[src/rtl/lfsr_random_gen.sv]
// Pseudo-random source for game logic: XNOR Fibonacci LFSR plus a bounded
// request/valid draw engine returning a uniform value in [0, i_limit].
module lfsr_random_gen #(
    parameter int                LFSR_W    = 16,
    parameter int                OUT_W     = 4,
    parameter logic [LFSR_W-1:0] SEED      = '0,
    parameter int                MAX_TRIES = 8
) (
    input  logic              i_clk,
    input  logic              i_rst_n,
    input  logic              i_free_run,
    input  logic              i_seed_load,
    input  logic [LFSR_W-1:0] i_seed,
    input  logic              i_req,
    input  logic [OUT_W-1:0]  i_limit,
    output logic              o_busy,
    output logic              o_valid,
    output logic [OUT_W-1:0]  o_value,
    output logic              o_fallback,
    output logic [OUT_W-1:0]  o_raw
);

    localparam int TRY_W = (MAX_TRIES < 2) ? 1 : $clog2(MAX_TRIES);

    // Tap positions as a bit mask over a 32-bit word, 0-based.
    function automatic logic [31:0] f_tap_mask(input int w);
        case (w)
            8:       return 32'h0000_00B8;
            16:      return 32'h0000_B400;
            24:      return 32'h00E1_0000;
            32:      return 32'h8020_0003;
            default: return 32'h0000_0000;
        endcase
    endfunction

    localparam logic [31:0]       TAP_MASK32 = f_tap_mask(LFSR_W);
    localparam logic [LFSR_W-1:0] TAP_MASK   = TAP_MASK32[LFSR_W-1:0];

    generate
        if (LFSR_W != 8 && LFSR_W != 16 && LFSR_W != 24 && LFSR_W != 32) begin : g_bad_width
            $error("lfsr_random_gen: LFSR_W must be 8, 16, 24 or 32");
        end
        if (OUT_W < 1 || OUT_W > LFSR_W) begin : g_bad_out
            $error("lfsr_random_gen: OUT_W must be in 1..LFSR_W");
        end
        if (MAX_TRIES < 1) begin : g_bad_tries
            $error("lfsr_random_gen: MAX_TRIES must be >= 1");
        end
        if (&SEED) begin : g_bad_seed
            $error("lfsr_random_gen: SEED must not be the all-ones lock-up state");
        end
    endgenerate

    function automatic logic [LFSR_W-1:0] f_step(input logic [LFSR_W-1:0] lfsr);
        return {lfsr[LFSR_W-2:0], ~(^(lfsr & TAP_MASK))};
    endfunction

    // All-ones would lock the XNOR register forever, so it maps to all-zeros.
    function automatic logic [LFSR_W-1:0] f_seed_fix(input logic [LFSR_W-1:0] seed);
        return (&seed) ? '0 : seed;
    endfunction

    // Smear the highest set bit downward: smallest 2^k-1 covering the limit.
    function automatic logic [OUT_W-1:0] f_mask(input logic [OUT_W-1:0] lim);
        logic [OUT_W-1:0] m;
        m = lim;
        for (int i = 1; i < OUT_W; i = i * 2) begin
            m = m | (m >> i);
        end
        return m;
    endfunction

    typedef enum logic {
        S_IDLE = 1'b0,
        S_DRAW = 1'b1
    } state_t;

    state_t             r_state;
    state_t             w_state_nxt;
    logic [LFSR_W-1:0]  r_lfsr;
    logic [OUT_W-1:0]   r_limit;
    logic [TRY_W-1:0]   r_tries;
    logic               r_valid;
    logic [OUT_W-1:0]   r_value;
    logic               r_fallback;

    logic [OUT_W-1:0]   w_mask;
    logic [OUT_W-1:0]   w_cand;
    logic               w_accept;
    logic               w_last_try;
    logic               w_start;
    logic               w_done;
    logic               w_drawing;
    logic [OUT_W-1:0]   w_value_nxt;
    logic               w_fallback_nxt;

    assign w_mask     = f_mask(r_limit);
    assign w_cand     = r_lfsr[OUT_W-1:0] & w_mask;
    assign w_accept   = (w_cand <= r_limit);
    assign w_last_try = (r_tries == TRY_W'(MAX_TRIES - 1));

    always_ff @(posedge i_clk or negedge i_rst_n) begin
        if (!i_rst_n) begin
            r_state <= S_IDLE;
        end else begin
            r_state <= w_state_nxt;
        end
    end

    always_comb begin
        w_state_nxt = r_state;
        case (r_state)
            S_IDLE: if (i_req) w_state_nxt = S_DRAW;
            S_DRAW: if (w_accept || w_last_try) w_state_nxt = S_IDLE;
            default: w_state_nxt = S_IDLE;
        endcase
    end

    always_comb begin
        w_drawing      = (r_state == S_DRAW);
        w_start        = (r_state == S_IDLE) && i_req;
        w_done         = w_drawing && (w_accept || w_last_try);
        w_value_nxt    = w_accept ? w_cand : (w_cand >> 1);
        w_fallback_nxt = !w_accept;
    end

    // Seed load wins over stepping; a draw keeps the register moving.
    always_ff @(posedge i_clk or negedge i_rst_n) begin
        if (!i_rst_n) begin
            r_lfsr <= SEED;
        end else if (i_seed_load) begin
            r_lfsr <= f_seed_fix(i_seed);
        end else if (i_free_run || w_drawing) begin
            r_lfsr <= f_step(r_lfsr);
        end
    end

    always_ff @(posedge i_clk or negedge i_rst_n) begin
        if (!i_rst_n) begin
            r_limit <= '0;
            r_tries <= '0;
        end else if (w_start) begin
            r_limit <= i_limit;
            r_tries <= '0;
        end else if (w_drawing && !w_accept && !w_last_try) begin
            r_tries <= r_tries + TRY_W'(1);
        end
    end

    always_ff @(posedge i_clk or negedge i_rst_n) begin
        if (!i_rst_n) begin
            r_valid    <= 1'b0;
            r_value    <= '0;
            r_fallback <= 1'b0;
        end else begin
            r_valid <= w_done;
            if (w_done) begin
                r_value    <= w_value_nxt;
                r_fallback <= w_fallback_nxt;
            end
        end
    end

    assign o_busy     = w_drawing;
    assign o_valid    = r_valid;
    assign o_value    = r_value;
    assign o_fallback = r_fallback;
    assign o_raw      = r_lfsr[OUT_W-1:0];

endmodule

[config.mk]
export PLATFORM = sky130hd
export DESIGN_NAME = lfsr_random_gen
export DESIGN_NICKNAME = d
export VERILOG_FILES = /design/src/rtl/lfsr_random_gen.sv
export SDC_FILE = /design/constraint.sdc
export NUM_CORES = 1
export LEC_CHECK = 0
export ABC_AREA = 1
export CAP_MARGIN = 10
export CORE_UTILIZATION = 40
export CTS_BUF_LIST = sky130_fd_sc_hd__clkbuf_4
export CTS_CLUSTER_SIZE = 16
export DETAILED_ROUTE_END_ITERATION = 10
export GPL_TIMING_DRIVEN = 0
export HOLD_SLACK_MARGIN = 0.05
export SETUP_SLACK_MARGIN = 0.02
export SYNTH_ARGS = -nofsm -noshare
export SYNTH_HDL_FRONTEND = slang
export SYNTH_SLANG_ARGS = --single-unit
[constraint.sdc]
create_clock -name i_clk -period 2.3 [get_ports i_clk]
set_clock_uncertainty 0.1 [all_clocks]
set_input_delay 0.46 -clock i_clk [delete_from_list [all_inputs] [get_ports i_clk]]
set_output_delay 0.46 -clock i_clk [all_outputs]
set_load 0.01 [all_outputs]
==> metrics.md, run 1 <==
| Metric | Value |
|---|---|
| Post-CTS Setup Repair Bufs | `0` |
| Final number of setup-violating endpoints | `0` |
| Async set or reset register ratio after synthesis | `100%` |
| Data required, critical path | `1.74 ns` |
| Max-slew headroom at the worst pin | `around 54%` |
| Chip Height | `70.8 um` |
| Number of instances in the synthesized netlist | `251` |
| Overall Global Routing Usage | `between 10% and 20%` |
| Pre-Repair DR Iteration Count | `6` |
| Drt initial violations | `73` |
| Max Cap Viol | `0` |
| Post-Place Cell Area | `2300 um2` |
| Via-to-Cell Ratio | `approximately 4.7` |
| Power per standard cell area | `roughly 970 nW/um2` |
| Syn Area/Cell | `about 7.6 um2` |
| Clock buffers created by TritonCTS | `5` |
| # DRC | `0` |
| Endpoints failing hold | `0` |
| Number of H-tree levels | `2` |
| Final Critical Period | `2.05 ns` |
| Number of global-route vias before repair | `about 1600` |
| Most frequent cells after synthesis | `nand2_1, dfrtp_1, nor2_1` |
| Outcome | `finished clean` |
| Number of nets in the layout | `between 300 and 400` |
| Hold-fix buffers at CTS | `0` |
| Worst setup SP type | `flip-flop` |
| Final Max Tran Viols | `0` |
| Library cell occupying the most area in the post-synthesis netlist | `dfrtp_1` |
| Relative area change from synthesis to final layout | `24.0%` |
| Total negative slack | `0 ns` |
| IO Count | `36` |
| Net count of the mapped netlist | `280` |
| IO Port Bufs | `34` |
| Placement Setup Slack | `0.267 ns` |
| Number of enable-type register cells in the synthesized netlist | `0` |
| Resized cells post-CTS | `0` |
| Slew at the pin with the worst max-slew slack | `~0.7 ns` |
| Initial antenna violation count | `0` |
| Gate family responsible for the most delay along the worst path | `buffers and inverters` |
| Top post-synthesis cells by area | `dfrtp_1, nand2_1, o21bai_1, nor2_1, inv_1` |
| Nature of the critical path endpoint | `primary output` |
| Leak Pwr | `~1.2 nW` |
| Total of flip-flops plus latches after synthesis | `30` |
| Period utilization | `89.0%` |
| Most frequent cell after synthesis | `nand2_1` |
| Post-route cell area | `2350 um2` |
| Last weighted congestion value of the routability-driven placer | `between 0.7 and 0.8` |
| Wire length of the first global-routing pass | `about 7200 um` |
| Ratio of cells with drive above 1 in the final layout | `a little over an eighth` |
| Library cell contributing the largest single delay on the critical path | `clkdlybuf4s50_1` |
| Buffer depth of the longest clock path | `2` |
| Share of the synthesized area in the top cell type | `between 30% and 40%` |
| Worst Setup Slack, final | `0.253 ns` |
| Wire length per cell | `approximately 12 um` |
| Clock-pin slew on the worst setup and hold paths | `~0.1 ns` |
| Max VDD drop | `~500 uV` |
| Kind of critical path | `flip-flop to primary output` |
| Number of distinct standard cells referenced by the synthesized netlist | `29` |
| Cell breakdown of the critical path | `clkdlybuf4s50_1` |
| DP Wirelength | `between 3000 and 4000 um` |
| Maximum number of pins on one net before global-route repair | `31` |
| Aggregate global routing overflow | `0` |
| Number of diodes | `0` |
| Overall power consumption | `~0.0023 W` |
| Overall die area | `5020 um2` |
| Max Fclk | `about 0.49 GHz` |
| Via Count | `roughly 1600` |
| Largest fanout of any net on the critical path | `8` |
| Top flip-flop cell by instance count after synthesis | `dfrtp_1` |
| Class of the most critical hold timing path | `primary input to asynchronous set/reset pin` |
| Finished Layout Cells | `345` |
| Synth warnings | `0` |
| X dimension of the die | `between 70 and 80 um` |
| CTS tree | `built` |
| Placed Cells incl. Taps | `roughly 340` |
| Library cell used as clock root buffer | `clkbuf_4` |
| Clk sinks | `30` |
| Data arrival time of the critical path | `1.49 ns` |
| Clock latency on the worst-skew pair | `0.33 ns` |
| Total Wirelength | `around 4000 um` |
| Maximum single-stage delay on the critical path | `0.61 ns` |
| Critical path buffers and inverters | `1` |
| Unrepaired setup endpoints after global routing | `false` |
| Register area share after synthesis | `between 30 and 40%` |
| Initial standard-cell utilization of the core | `42.7%` |
| Synth Cell Area | `1900 um2` |
| Number of cell rows | `24` |
| Area of the core | `4440 um2` |
| Final ANT Viol Nets | `0` |
==> layer usage <==
layer,part of all wire (%),vias to the layer above,global-route usage [%],wire (um)
li1,-,873,-,-
met5,0,-,0,0
met1,51,731,25.2,2030
met3,4.1,6,4.27,166
met2,44,23,28.8,1760
met4,1.1,0,6.00,46
==> where the power goes <==
group          internal (W)  switching [W]
combinational      0.000501       0.000612
clock              0.000126       0.000184
sequential         0.000698       0.000148
total               0.00133       0.000945
==> flip-flops by register name, summed over array words and instances (netlist names) <==
name / cells
o_busy: 1
r_limit: 4
r_tries: 3
o_fallback: 1
o_valid: 1
r_lfsr: 16
o_value: 4
==> stage by stage <==
stage | utilization (%) | hold slack (ns)
after floorplan | - | 0.0644
after global placement | 51.8 | 0.365
after detailed placement | 51.7 | 0.362
after CTS | 52.9 | 0.0769
after global routing | 52.9 | 0.0919
final | 52.9 | 0.0591
==> worst paths after layout <==
path	start	endpoint	slack, ns	cells past startpoint
min in group i_clk	o_value[3]	o_value[3]	0.39	2
max reg2reg	r_limit[3]	r_tries[1]	0.27	10
min	i_rst_n	r_limit[0]	0.06	1
max	o_busy	o_busy	0.25	1
max in group asynchronous	i_rst_n	r_lfsr[10]	1.60	1
min reg2reg	o_value[3]	o_value[3]	0.39	2
==> cell usage in the layout (no fill, tap or decap), types with 3 or more instances in the layout <==
cell	netlist	routed
a21oi_1	11	11
buf_2	2	3
buf_4	7	7
clkbuf_4	0	6
clkdlybuf4s50_1	0	33
dfrtp_1	30	30
ha_1	4	4
inv_1	15	15
inv_2	3	3
nand2_1	102	102
nand2_2	4	4
nand2_4	4	4
nand3_1	9	9
nand4_1	5	5
nor2_1	17	17
nor2_4	3	3
o21ai_0	6	6
o21bai_1	14	14
==> cells by family (layout without fill, tap and decap cells) <==
group	after synthesis	after routing	synth area share [%]
AND/OR/NAND/NOR	149	149	36.0
adder cells (fa/ha/maj)	4	4	2.64
buffers and inverters	31	73	8.71
flip-flops	30	30	39.6
multiplexers	1	1	0.594
AO/OA/AOI/OAI	33	33	11.0
XOR/XNOR	3	3	1.39
==> layout make-up <==
cell class / instances / area [um2]
multi-input combinational: 190 / 980
fill: 453 / 2090
clock buffer: 6 / 45.0
clock inverter: 2 / 8.76
tap: 52 / 65.1
timing repair buffer: 34 / 335
inverter: 20 / 77.6
sequential: 30 / 751
buffer: 11 / 87.6
(Power assumes the default switching activity.)
==> inputs of run 2 (changes only) <==
Settings changed: CTS_CLUSTER_DIAMETER set to 60.
==> results of run 2 <==
No change in the layout: final DEF, timing and power equal those of run 1.
==> inputs of run 3 (changes only) <==
Settings changed: HOLD_SLACK_MARGIN 0.05 to 0.02, SLEW_MARGIN set to 20.
==> results of run 3 <==
No change in the layout: final DEF, timing and power equal those of run 1.
